==> src/rtl/ccip_intr_ctrl.sv <==
// ccip_intr_ctrl: multi-vector CCI-P user-interrupt controller.
// Hardware edges and software TRIG writes set per-vector pending bits. A
// round-robin arbiter picks one eligible vector at a time and issues it as a
// single-cycle request on c1 TX, then waits for the matching response or a
// timeout before it can issue the next one.
// Optional feature macro: INTR_STATS_EN (per-vector saturating issue counters).
module ccip_intr_ctrl #(
    parameter int unsigned NUM_VEC  = 4,
    parameter logic [15:0] CSR_BASE = 16'h0020,
    parameter int unsigned ACK_TMO  = 4096,
    parameter int unsigned CNT_W    = 32
) (
    input  logic               Clk_400,
    input  logic               SoftReset_n,
    input  logic [NUM_VEC-1:0] hw_irq,
    input  logic               mmio_wr_valid,
    input  logic               mmio_rd_valid,
    input  logic [15:0]        mmio_addr,
    input  logic [8:0]         mmio_tid,
    input  logic [63:0]        mmio_wdata,
    output logic               rd_valid,
    output logic [8:0]         rd_tid,
    output logic [63:0]        rd_data,
    input  logic               c1_almost_full,
    output logic               intr_valid,
    output logic [1:0]         intr_id,
    input  logic               intr_rsp_valid,
    input  logic [1:0]         intr_rsp_id
);

    localparam int unsigned      TMO_W    = $clog2(ACK_TMO);
    localparam logic [TMO_W-1:0] TMO_LAST = TMO_W'(ACK_TMO - 1);

    localparam logic [15:0] OFF_CTRL = 16'd0;
    localparam logic [15:0] OFF_TRIG = 16'd2;
    localparam logic [15:0] OFF_MASK = 16'd4;
    localparam logic [15:0] OFF_PEND = 16'd6;
    localparam logic [15:0] OFF_STAT = 16'd8;

    typedef enum logic [1:0] {
        ST_IDLE     = 2'd0,
        ST_SEND     = 2'd1,
        ST_WAIT_ACK = 2'd2
    } state_t;

    state_t              r_state;
    state_t              w_state_nxt;

    logic                r_en;
    logic [NUM_VEC-1:0]  r_mask;
    logic [NUM_VEC-1:0]  r_pend;
    logic [NUM_VEC-1:0]  r_hw_q;
    logic [1:0]          r_grant;
    logic [1:0]          r_rr_start;
    logic                r_tmo;
    logic [TMO_W-1:0]    r_tmo_cnt;

    logic [15:0]         w_off;
    logic                w_wr_ctrl;
    logic                w_wr_trig;
    logic                w_wr_mask;
    logic                w_wr_stat;
    logic [NUM_VEC-1:0]  w_elig;
    logic [NUM_VEC-1:0]  w_set;
    logic [NUM_VEC-1:0]  w_clr;
    logic [NUM_VEC-1:0]  w_arb_oh;
    logic [1:0]          w_arb_id;
    logic                w_arb_found;
    logic                w_take;
    logic                w_tmo_hit;
    logic                w_busy;
    logic [63:0]         w_rd_data;
    logic                w_unused_wdata;

    assign w_off     = mmio_addr - CSR_BASE;
    assign w_wr_ctrl = mmio_wr_valid && (w_off == OFF_CTRL);
    assign w_wr_trig = mmio_wr_valid && (w_off == OFF_TRIG);
    assign w_wr_mask = mmio_wr_valid && (w_off == OFF_MASK);
    assign w_wr_stat = mmio_wr_valid && (w_off == OFF_STAT);

    assign w_elig  = r_en ? (r_pend & ~r_mask) : '0;
    assign w_set   = (hw_irq & ~r_hw_q) | (w_wr_trig ? mmio_wdata[NUM_VEC-1:0] : '0);
    assign w_clr   = w_take ? w_arb_oh : '0;
    assign w_busy  = (r_state != ST_IDLE);
    assign intr_id = r_grant;

    // Only a few write-data bits are architecturally meaningful.
    assign w_unused_wdata = ^mmio_wdata;

    // Round-robin pick: first eligible vector at or after r_rr_start, wrapping.
    always_comb begin
        int unsigned        v;
        logic [NUM_VEC-1:0] sh;
        w_arb_found = 1'b0;
        w_arb_id    = '0;
        w_arb_oh    = '0;
        v           = 0;
        sh          = '0;
        for (int unsigned i = 0; i < NUM_VEC; i++) begin
            v  = (32'(r_rr_start) + i) % NUM_VEC;
            sh = w_elig >> v;
            if (!w_arb_found && sh[0]) begin
                w_arb_found = 1'b1;
                w_arb_id    = 2'(v);
                w_arb_oh    = NUM_VEC'(1) << v;
            end
        end
    end

    // FSM state register.
    always_ff @(posedge Clk_400 or negedge SoftReset_n) begin
        if (!SoftReset_n) r_state <= ST_IDLE;
        else              r_state <= w_state_nxt;
    end

    // FSM next state, grant strobe, timeout strobe and request output.
    always_comb begin
        w_state_nxt = r_state;
        w_take      = 1'b0;
        w_tmo_hit   = 1'b0;
        intr_valid  = 1'b0;
        case (r_state)
            ST_IDLE: begin
                if (w_arb_found && !c1_almost_full) begin
                    w_take      = 1'b1;
                    w_state_nxt = ST_SEND;
                end
            end
            ST_SEND: begin
                intr_valid  = 1'b1;
                w_state_nxt = ST_WAIT_ACK;
            end
            ST_WAIT_ACK: begin
                if (intr_rsp_valid && (intr_rsp_id == r_grant)) begin
                    w_state_nxt = ST_IDLE;
                end else if (r_tmo_cnt == TMO_LAST) begin
                    w_tmo_hit   = 1'b1;
                    w_state_nxt = ST_IDLE;
                end
            end
            default: w_state_nxt = ST_IDLE;
        endcase
    end

    // Response timer: counts cycles spent in WAIT_ACK, idles at 0 elsewhere.
    always_ff @(posedge Clk_400 or negedge SoftReset_n) begin
        if (!SoftReset_n)                 r_tmo_cnt <= '0;
        else if (r_state != ST_WAIT_ACK)  r_tmo_cnt <= '0;
        else                              r_tmo_cnt <= r_tmo_cnt + TMO_W'(1);
    end

    // Grant latch and next round-robin start point.
    always_ff @(posedge Clk_400 or negedge SoftReset_n) begin
        if (!SoftReset_n) begin
            r_grant    <= '0;
            r_rr_start <= '0;
        end else if (w_take) begin
            r_grant    <= w_arb_id;
            r_rr_start <= 2'((32'(w_arb_id) + 1) % NUM_VEC);
        end
    end

    // Pending bits and edge history; a new event beats a same-cycle grant clear.
    always_ff @(posedge Clk_400 or negedge SoftReset_n) begin
        if (!SoftReset_n) begin
            r_pend <= '0;
            r_hw_q <= '0;
        end else begin
            r_pend <= (r_pend & ~w_clr) | w_set;
            r_hw_q <= hw_irq;
        end
    end

    // Software-visible control registers; timeout set beats a same-cycle W1C.
    always_ff @(posedge Clk_400 or negedge SoftReset_n) begin
        if (!SoftReset_n) begin
            r_en   <= 1'b0;
            r_mask <= '0;
            r_tmo  <= 1'b0;
        end else begin
            if (w_wr_ctrl) r_en   <= mmio_wdata[0];
            if (w_wr_mask) r_mask <= mmio_wdata[NUM_VEC-1:0];
            if (w_tmo_hit)                         r_tmo <= 1'b1;
            else if (w_wr_stat && mmio_wdata[16])  r_tmo <= 1'b0;
        end
    end

`ifdef INTR_STATS_EN
    localparam int unsigned OFF_CNT0    = 10;
    localparam logic [15:0] OFF_CNT_CLR = 16'd18;

    logic [CNT_W-1:0]         r_cnt [NUM_VEC];
    logic [NUM_VEC*CNT_W-1:0] w_cnt_flat;
    logic                     w_wr_cnt_clr;

    assign w_wr_cnt_clr = mmio_wr_valid && (w_off == OFF_CNT_CLR);

    for (genvar g = 0; g < NUM_VEC; g++) begin : g_cnt
        // Saturating issue counter for vector g, bumped in the SEND cycle.
        always_ff @(posedge Clk_400 or negedge SoftReset_n) begin
            if (!SoftReset_n)
                r_cnt[g] <= '0;
            else if (w_wr_cnt_clr)
                r_cnt[g] <= '0;
            else if ((r_state == ST_SEND) && (r_grant == 2'(g)) && (r_cnt[g] != '1))
                r_cnt[g] <= r_cnt[g] + CNT_W'(1);
        end
        assign w_cnt_flat[g*CNT_W +: CNT_W] = r_cnt[g];
    end
`else
    logic [CNT_W-1:0] w_unused_cnt;
    assign w_unused_cnt = '0;
`endif

    // CSR read mux; reads see register values from before any same-cycle write.
    always_comb begin
        w_rd_data = '0;
        case (w_off)
            OFF_CTRL: w_rd_data = 64'(r_en);
            OFF_MASK: w_rd_data = 64'(r_mask);
            OFF_PEND: w_rd_data = 64'(r_pend);
            OFF_STAT: begin
                w_rd_data[1:0] = r_grant;
                w_rd_data[8]   = w_busy;
                w_rd_data[16]  = r_tmo;
            end
            default: ;
        endcase
`ifdef INTR_STATS_EN
        for (int unsigned v = 0; v < NUM_VEC; v++) begin
            if (w_off == 16'(OFF_CNT0 + 2 * v))
                w_rd_data = 64'(CNT_W'(w_cnt_flat >> (v * CNT_W)));
        end
`endif
    end

    // One-cycle read response with echoed TID.
    always_ff @(posedge Clk_400 or negedge SoftReset_n) begin
        if (!SoftReset_n) begin
            rd_valid <= 1'b0;
            rd_tid   <= '0;
            rd_data  <= '0;
        end else begin
            rd_valid <= mmio_rd_valid;
            rd_tid   <= mmio_rd_valid ? mmio_tid : '0;
            rd_data  <= mmio_rd_valid ? w_rd_data : '0;
        end
    end

endmodule

==> config.mk <==
export PLATFORM = sky130hd
export DESIGN_NAME = ccip_intr_ctrl
export DESIGN_NICKNAME = d
export VERILOG_FILES = /design/src/rtl/ccip_intr_ctrl.sv
export SDC_FILE = /design/constraint.sdc
export NUM_CORES = 1
export LEC_CHECK = 0
export ABC_AREA = 1
export ABC_CLOCK_PERIOD_IN_PS = 1900
export BUFFER_PORTS_ARGS = -buffer_cell sky130_fd_sc_hd__buf_4
export CAP_MARGIN = 5
export CORE_UTILIZATION = 35
export CTS_CLUSTER_DIAMETER = 60
export CTS_CLUSTER_SIZE = 30
export DETAILED_ROUTE_END_ITERATION = 8
export PLACE_DENSITY_LB_ADDON = 0.12
export SLEW_MARGIN = 10
export SYNTH_ARGS = -nofsm -noshare
export SYNTH_HDL_FRONTEND = slang
export SYNTH_SLANG_ARGS = --single-unit
==> constraint.sdc <==
create_clock -name Clk_400 -period 1.9 [get_ports Clk_400]
set_input_delay 0.095 -clock Clk_400 [delete_from_list [all_inputs] [get_ports Clk_400]]
set_output_delay 0.095 -clock Clk_400 [all_outputs]
set_load 0.02 [all_outputs]
==> results of run 1 <==
-- metrics by stage --
step | total power, mW | TNS [ps] | cell area [sq um] | instances | hold slack, ps
floorplan | 2.94 | -7.68 | 3440 | 473 | -201
global placement | 3.47 | 0 | 3640 | 590 | 156
detailed placement | 3.46 | -9.14 | 3640 | 590 | 158
CTS | 4.17 | 0 | 3880 | 612 | 13.2
global route | 4.53 | -3.66 | 3920 | 616 | 10.4
finish | 4.15 | 0 | 3920 | 616 | 19.2
-- final timing paths --
check / from / endpoint / slack [ps]
setup / recovery: r_rr_start[0] / r_pend[2] / 110
max in group asynchronous: SoftReset_n / r_en / 1110
min in group asynchronous: SoftReset_n / r_tmo_cnt[3] / 320
hold reg to reg: r_tmo_cnt[0] / r_tmo_cnt[0] / 470
setup reg to reg: r_rr_start[0] / r_pend[2] / 110
hold / removal: mmio_rd_valid / rd_valid / 20
-- routing by layer --
metal / track usage, % / wire [microns]
met5: 0 / 0
met4: 3.50 / 62
met3: 2.86 / 302
met2: 25.4 / 3230
met1: 18.4 / 3110
-- flip-flops by register name, summed over array words and instances (netlist names), 2 cells and up --
name,flops
rd_tid,9
r_tmo_cnt,12
r_mask,4
rd_data,6
r_pend,4
r_state,2
r_rr_start,2
r_hw_q,4
intr_id,2
-- cell type report --
cell class | count | share of cell area, %
repair buffers | 90 | 18.2
inverters | 58 | 5.69
clock inverters | 2 | 0.351
multi-input cells | 304 | 39.5
clock buffers | 6 | 2.11
flip-flops and latches | 48 | 30.7
well taps | 108 | 3.45
-- worst reg2reg max path: stages (launching register included) --
cell and delay, ps:
dfrtp_1 420, inv_4 100, ha_4 220, inv_2 80
nand3_2 80, nand2_4 110, nand2_4 70, nor2_8 150
nand2_2 90, nand3b_4 130, inv_4 60, nand2_1 100
nand2_1 70, nand2_1 50
-- synth_stat cells (all sizes together) (2+ instances only) --
cell type / n / area [sq um]
nand3b: 2 / 27.5
ha: 9 / 113
nor2: 40 / 171
buf: 61 / 469
a21oi: 8 / 40.0
nor4: 2 / 12.5
or2: 2 / 12.5
a22oi: 3 / 22.5
nand3: 33 / 185
clkbuf: 2 / 7.51
o21a: 3 / 22.5
nand2: 105 / 454
o22ai: 4 / 25.0
nor3b: 5 / 37.5
inv: 58 / 223
o21ai: 10 / 50.0
dfrtp: 48 / 1200
nor3: 8 / 50.1
nand4: 8 / 50.1
-- power breakdown --
group	internal [mW]	switching, mW
Combinational	0.868	1.39
Sequential	1.14	0.102
Clock	0.298	0.358
-- cell families (layout without fill, tap and decap cells) --
| family | count (synthesis) | count (layout) | share of synthesized area, % |
|---|---|---|---|
| buffers and inverters | 121 | 156 | 21.8 |
| and+or+nand+nor | 205 | 205 | 31.2 |
| DFF | 48 | 48 | 37.4 |
| xor gates and xnor gates | 2 | 2 | 0.545 |
| AOI/OAI and AO/OA | 30 | 30 | 5.53 |
| adders and majority gates | 9 | 9 | 3.50 |
| other | 1 | 58 | 0.117 |
-- timing repair --
action	in CTS	in global routing
resized for setup	1	6
buffers inserted	0	4
setup endpoints to repair	2	8
hold endpoints to repair	61	0
pin swaps	0	3
hold buffers	14	0
==> results_dict.tcl, run 1 <==
set metrics [dict create \
    cts-buffers-inserted 5 \
    max_slew_margin_pct 59.4 \
    root_buffer "clkbuf_8" \
    totalWireLength_mm 6.70 \
    dp_hpwl_mm 5.13 \
    avgViaCountPerCell 4.28 \
    mostFrequentLayoutCell "nand2_1" \
    place_ws_ps -8.55 \
    final_antenna_net_count 0 \
    grt.total_usage_pct 14.5 \
    cts.htree.levels 2 \
    grt_pass1_vias 2456 \
    cp.depth 13 \
    synthesis.area_sq_um 3210 \
    synth_edf_count 0 \
    ys_ff_latch 48 \
    setup_violations 0 \
    tightestPinTransition_ps 609 \
    core_sq_um 8810 \
    critPathMaxFanout 6 \
    fin_crit_ps 1790 \
    rsz0062_at_grt "yes" \
    cpPeakStageDelay_ps 420 \
    drc 12 \
    multi_input_area_sq_um 1550 \
    violations "DRC" \
    cts.sink_count 48 \
    hold_path.class "primary input to register" \
    critPathMostFrequentCell "nand2_1" \
    synthArstFlopShare_pct 100 \
    first_iter_violations 140 \
    clkSlewWorstSetupHoldPaths_ps 90 \
    clk_latency_ps 310 \
    final_cell_mix "91 x nand2_1, 75 x buf_4, 58 x conb_1, 51 x inv_1, 47 x dfrtp_1" \
    path_cells "inv_4, ha_4, inv_2, nand3_2, nand2_4, nand2_4, nor2_8, nand2_2, nand3b_4, inv_4, nand2_1, nand2_1, nand2_1" \
    start_kind "register" \
    rr_worst_depth 13 \
    min_path_cells 1 \
    post-route-period-util_pct 94.0 \
    num_vias 2639 \
    worstSetupPathType "register to register" \
    clock.fmax_ghz 0.560 \
    synth.avg_cell_area_sq_um 7.72 \
    critical-path-slowest-cell "dfrtp_1" \
    areaGrowthSynthToFinish_pct 21.9 \
    wire_per_inst_microns 10.9 \
    synth_warnings 0 \
    leakagePower_nw 2.13 \
    ys_seq_area_share_pct 37.4 \
    fp.dieW_microns 97.8 \
    ctsLongestPathBuffers 2 \
    drive_gt1_share_pct 23.6 \
    cts_tree "built" \
    clock_skew_ps 13.8 \
    fin_util_pct 44.5 \
    crit_family "simple AND/OR/NAND/NOR gates" \
    cp.required_ps 2150 \
    grt_max_degree 49 \
    synth_ff_type "dfrtp_1" \
    arrival_ps 2030 \
    slew_violations 0 \
    initial_utilization_pct 36.5 \
    antenna_found_initial 0 \
    end_kind "register" \
    setup_slack_ps 113 \
    post_synth_num_cell_types 35 \
    status "complete, but fails checks" \
    worst-path-buf-inv 3 \
    synthCells 416 \
    cap_viol_max_count 0 \
    die-area_sq_um 9570 \
    n_antenna_cell 0 \
    dieHeight_microns 97.8 \
    ir_drop_mv 0.345 \
    hold_violations 0 \
    finalWeightedCongestion 0.834 \
    ioPinCount 178 \
    io_buffers 60 \
    grt_remaining_overflow 0 \
    rows 34 \
    grt_pass1_wl_mm 11.2 \
    ff_latch_area_sq_um 1200 \
    powerDensity_nw_per_um2 1060 \
    nets 617 \
    fillers 896 \
    drtPass1Iterations 6 \
]
Note: power is estimated with default switching activity, not from simulation.
==> run 2: changes to the inputs <==
--- a/config.mk
+++ b/config.mk
@@ -6,7 +6,7 @@
 export NUM_CORES = 1
 export LEC_CHECK = 0
 export ABC_AREA = 1
-export ABC_CLOCK_PERIOD_IN_PS = 1900
+export ABC_CLOCK_PERIOD_IN_PS = 2000
 export BUFFER_PORTS_ARGS = -buffer_cell sky130_fd_sc_hd__buf_4
 export CAP_MARGIN = 5
 export CORE_UTILIZATION = 35
==> constraint.sdc (replaced) <==
create_clock -name Clk_400 -period 2 [get_ports Clk_400]
set_input_delay 0.1 -clock Clk_400 [delete_from_list [all_inputs] [get_ports Clk_400]]
set_output_delay 0.1 -clock Clk_400 [all_outputs]
set_load 0.02 [all_outputs]
==> run 2 against run 1 <==
Net effect:
- the flow still finishes with violations (DRC)
- clock skew shrank 2.9 ps
- largest power group unchanged
- global-route usage shrank 0.63 points
- critical path type unchanged
- critical endpoint unchanged
- via count shrank 3.0%
- total power shrank 1.7%
- design area grew 0.13%
==> results_dict.tcl, run 2 (synthesized netlist as in run 1, its figures left out) <==
set metrics [dict create \
    powerDensity_nw_per_um2 1040 \
    fin_crit_ps 1790 \
    dp_hpwl_mm 5.00 \
    rows 34 \
    clkSlewWorstSetupHoldPaths_ps 90 \
    end_kind "register" \
    fin_setup_tns_ps 0 \
    largest_register_ffs 12 \
    ioPinCount 178 \
    setup_violations 0 \
    dieHeight_microns 97.8 \
    die-area_sq_um 9570 \
    status "complete, but fails checks" \
    worstSetupPathType "register to register" \
    post-route-period-util_pct 89.5 \
    clk_latency_ps 300 \
    fin_hold_ws_ps 70.1 \
    drive_gt1_share_pct 22.3 \
    initial_utilization_pct 36.5 \
    min_from "mmio_wdata[0]" \
    reg.largest.list "r_tmo_cnt x12, rd_tid x9, rd_data x6" \
    drc 18 \
    io_buffers 60 \
    totalWireLength_mm 6.47 \
    drtPass1Iterations 7 \
    cts_tree "built" \
    antenna_found_initial 0 \
    crit-reg2reg-launch "r_rr_start[0]" \
    final_cell_mix "91 x nand2_1, 70 x buf_4, 58 x conb_1, 53 x inv_1, 47 x dfrtp_1" \
    mostFrequentLayoutCell "nand2_1" \
    hold_violations 0 \
    root_buffer "clkbuf_8" \
    critical-path-slowest-cell "dfrtp_1" \
    grt_pass1_vias 2376 \
    stdcell_count 611 \
    tightestPinTransition_ps 598 \
    clock.fmax_ghz 0.558 \
    top_register "r_tmo_cnt" \
    rsz0062_at_grt "no" \
    place_ws_ps 134 \
    place_inst 585 \
    arrival_ps 2030 \
    start_kind "register" \
    areaGrowthSynthToFinish_pct 22.0 \
    critPathMostFrequentCell "nand2_1" \
    clock_skew_ps 10.9 \
    setup_slack_ps 209 \
    num_vias 2559 \
    grt_pass1_wl_mm 10.9 \
    nets 612 \
    grt.total_usage_pct 13.9 \
    ir_drop_mv 0.462 \
    cap_viol_max_count 0 \
    power_mw 4.08 \
    path_cells "clkinv_4, ha_4, inv_2, nand3_2, nand2_4, nand2_4, nor2_8, nand2_2, nand3b_4, inv_4, nand2_1, nand2_1, nand2_1" \
    cp.required_ps 2240 \
    cpPeakStageDelay_ps 410 \
    ctsLongestPathBuffers 2 \
    critPathMaxFanout 7 \
    grt_max_degree 49 \
    slew_violations 0 \
    wire_per_inst_microns 10.6 \
    cts.htree.levels 2 \
    cts-buffers-inserted 5 \
    avgViaCountPerCell 4.19 \
    hold_path.class "primary input to register" \
    cts.sink_count 48 \
    grt_remaining_overflow 0 \
    finalWeightedCongestion 0.816 \
    max_slew_margin_pct 60.1 \
    fp.dieW_microns 97.8 \
    violations "DRC" \
    startpoint "r_rr_start[0]" \
    core_sq_um 8810 \
    first_iter_violations 139 \
    n_antenna_cell 0 \
    leakagePower_nw 2.12 \
    final_antenna_net_count 0 \
]
run 2: cell count changes in the layout (fill, tap and decap cells not counted), sizes merged:
cell         before  now
inv              59   58
bufinv            0    2
buf              76   70
dlygate4sd3      14   15
clkbuf            6    5
run 2: through the flow:
stage | instance area [sq um] | util [%]
floorplan | 3440 | -
global placement | 3600 | 40.9
detailed placement | 3600 | 40.9
CTS | 3890 | 44.2
global route | 3920 | 44.5
finish | 3920 | 44.5
run 2: worst max-delay path: cells and delay by family (launching register included):
kind,cells,cell delay (ps)
flops,1,410
fa+ha+maj,1,270
simple gates,9,820
buf+inv,3,230
run 2: final cells by class:
| cell class | count | area, sq um |
|---|---|---|
| repair buffers | 85 | 676 |
| multi-input cells | 304 | 1550 |
| fillers | 866 | 4880 |
| clock inverters | 3 | 68.8 |
| inverters | 58 | 225 |
| clock buffers | 5 | 68.8 |
| flip-flops and latches | 48 | 1200 |
| well taps | 108 | 135 |
run 2: power by group:
part / internal, mW / leakage, nW / total, mW / switching (mW)
registers: 1.08 / 0.615 / 1.18 / 0.103
logic: 0.779 / 1.44 / 2.06 / 1.28
clock network: 0.503 / 0.0687 / 0.842 / 0.339
total: 2.36 / 2.12 / 4.08 / 1.72
run 2: path summary, 6_finish.rpt:
kind                            slack [ps]           end  cells past startpoint
worst max-delay path                   210     r_pend[2]                     13
worst min-delay path                    70          r_en                      3
worst max register to register         210     r_pend[2]                     13
worst min register to register         470  r_tmo_cnt[0]                      1
max in group asynchronous             1220          r_en                      2
min in group asynchronous              340  r_tmo_cnt[2]                      2
run 2: layer usage:
layer	global-route usage [%]	wire length [microns]	share of wire (%)	vias up
met1	19.0	3150	49	1129
met2	23.2	3030	47	69
met4	2.10	10	0.15	0
met3	2.65	284	4.4	3
met5	0	0	0	-
li1	-	-	-	1358
run 2: what timing repair did:
action | CTS | global route
endpoints found under the hold margin | 62 | 0
buffers inserted | 0 | 3
gates resized for setup | 0 | 4
hold buffers | 15 | 0
setup endpoints to repair | 0 | 8
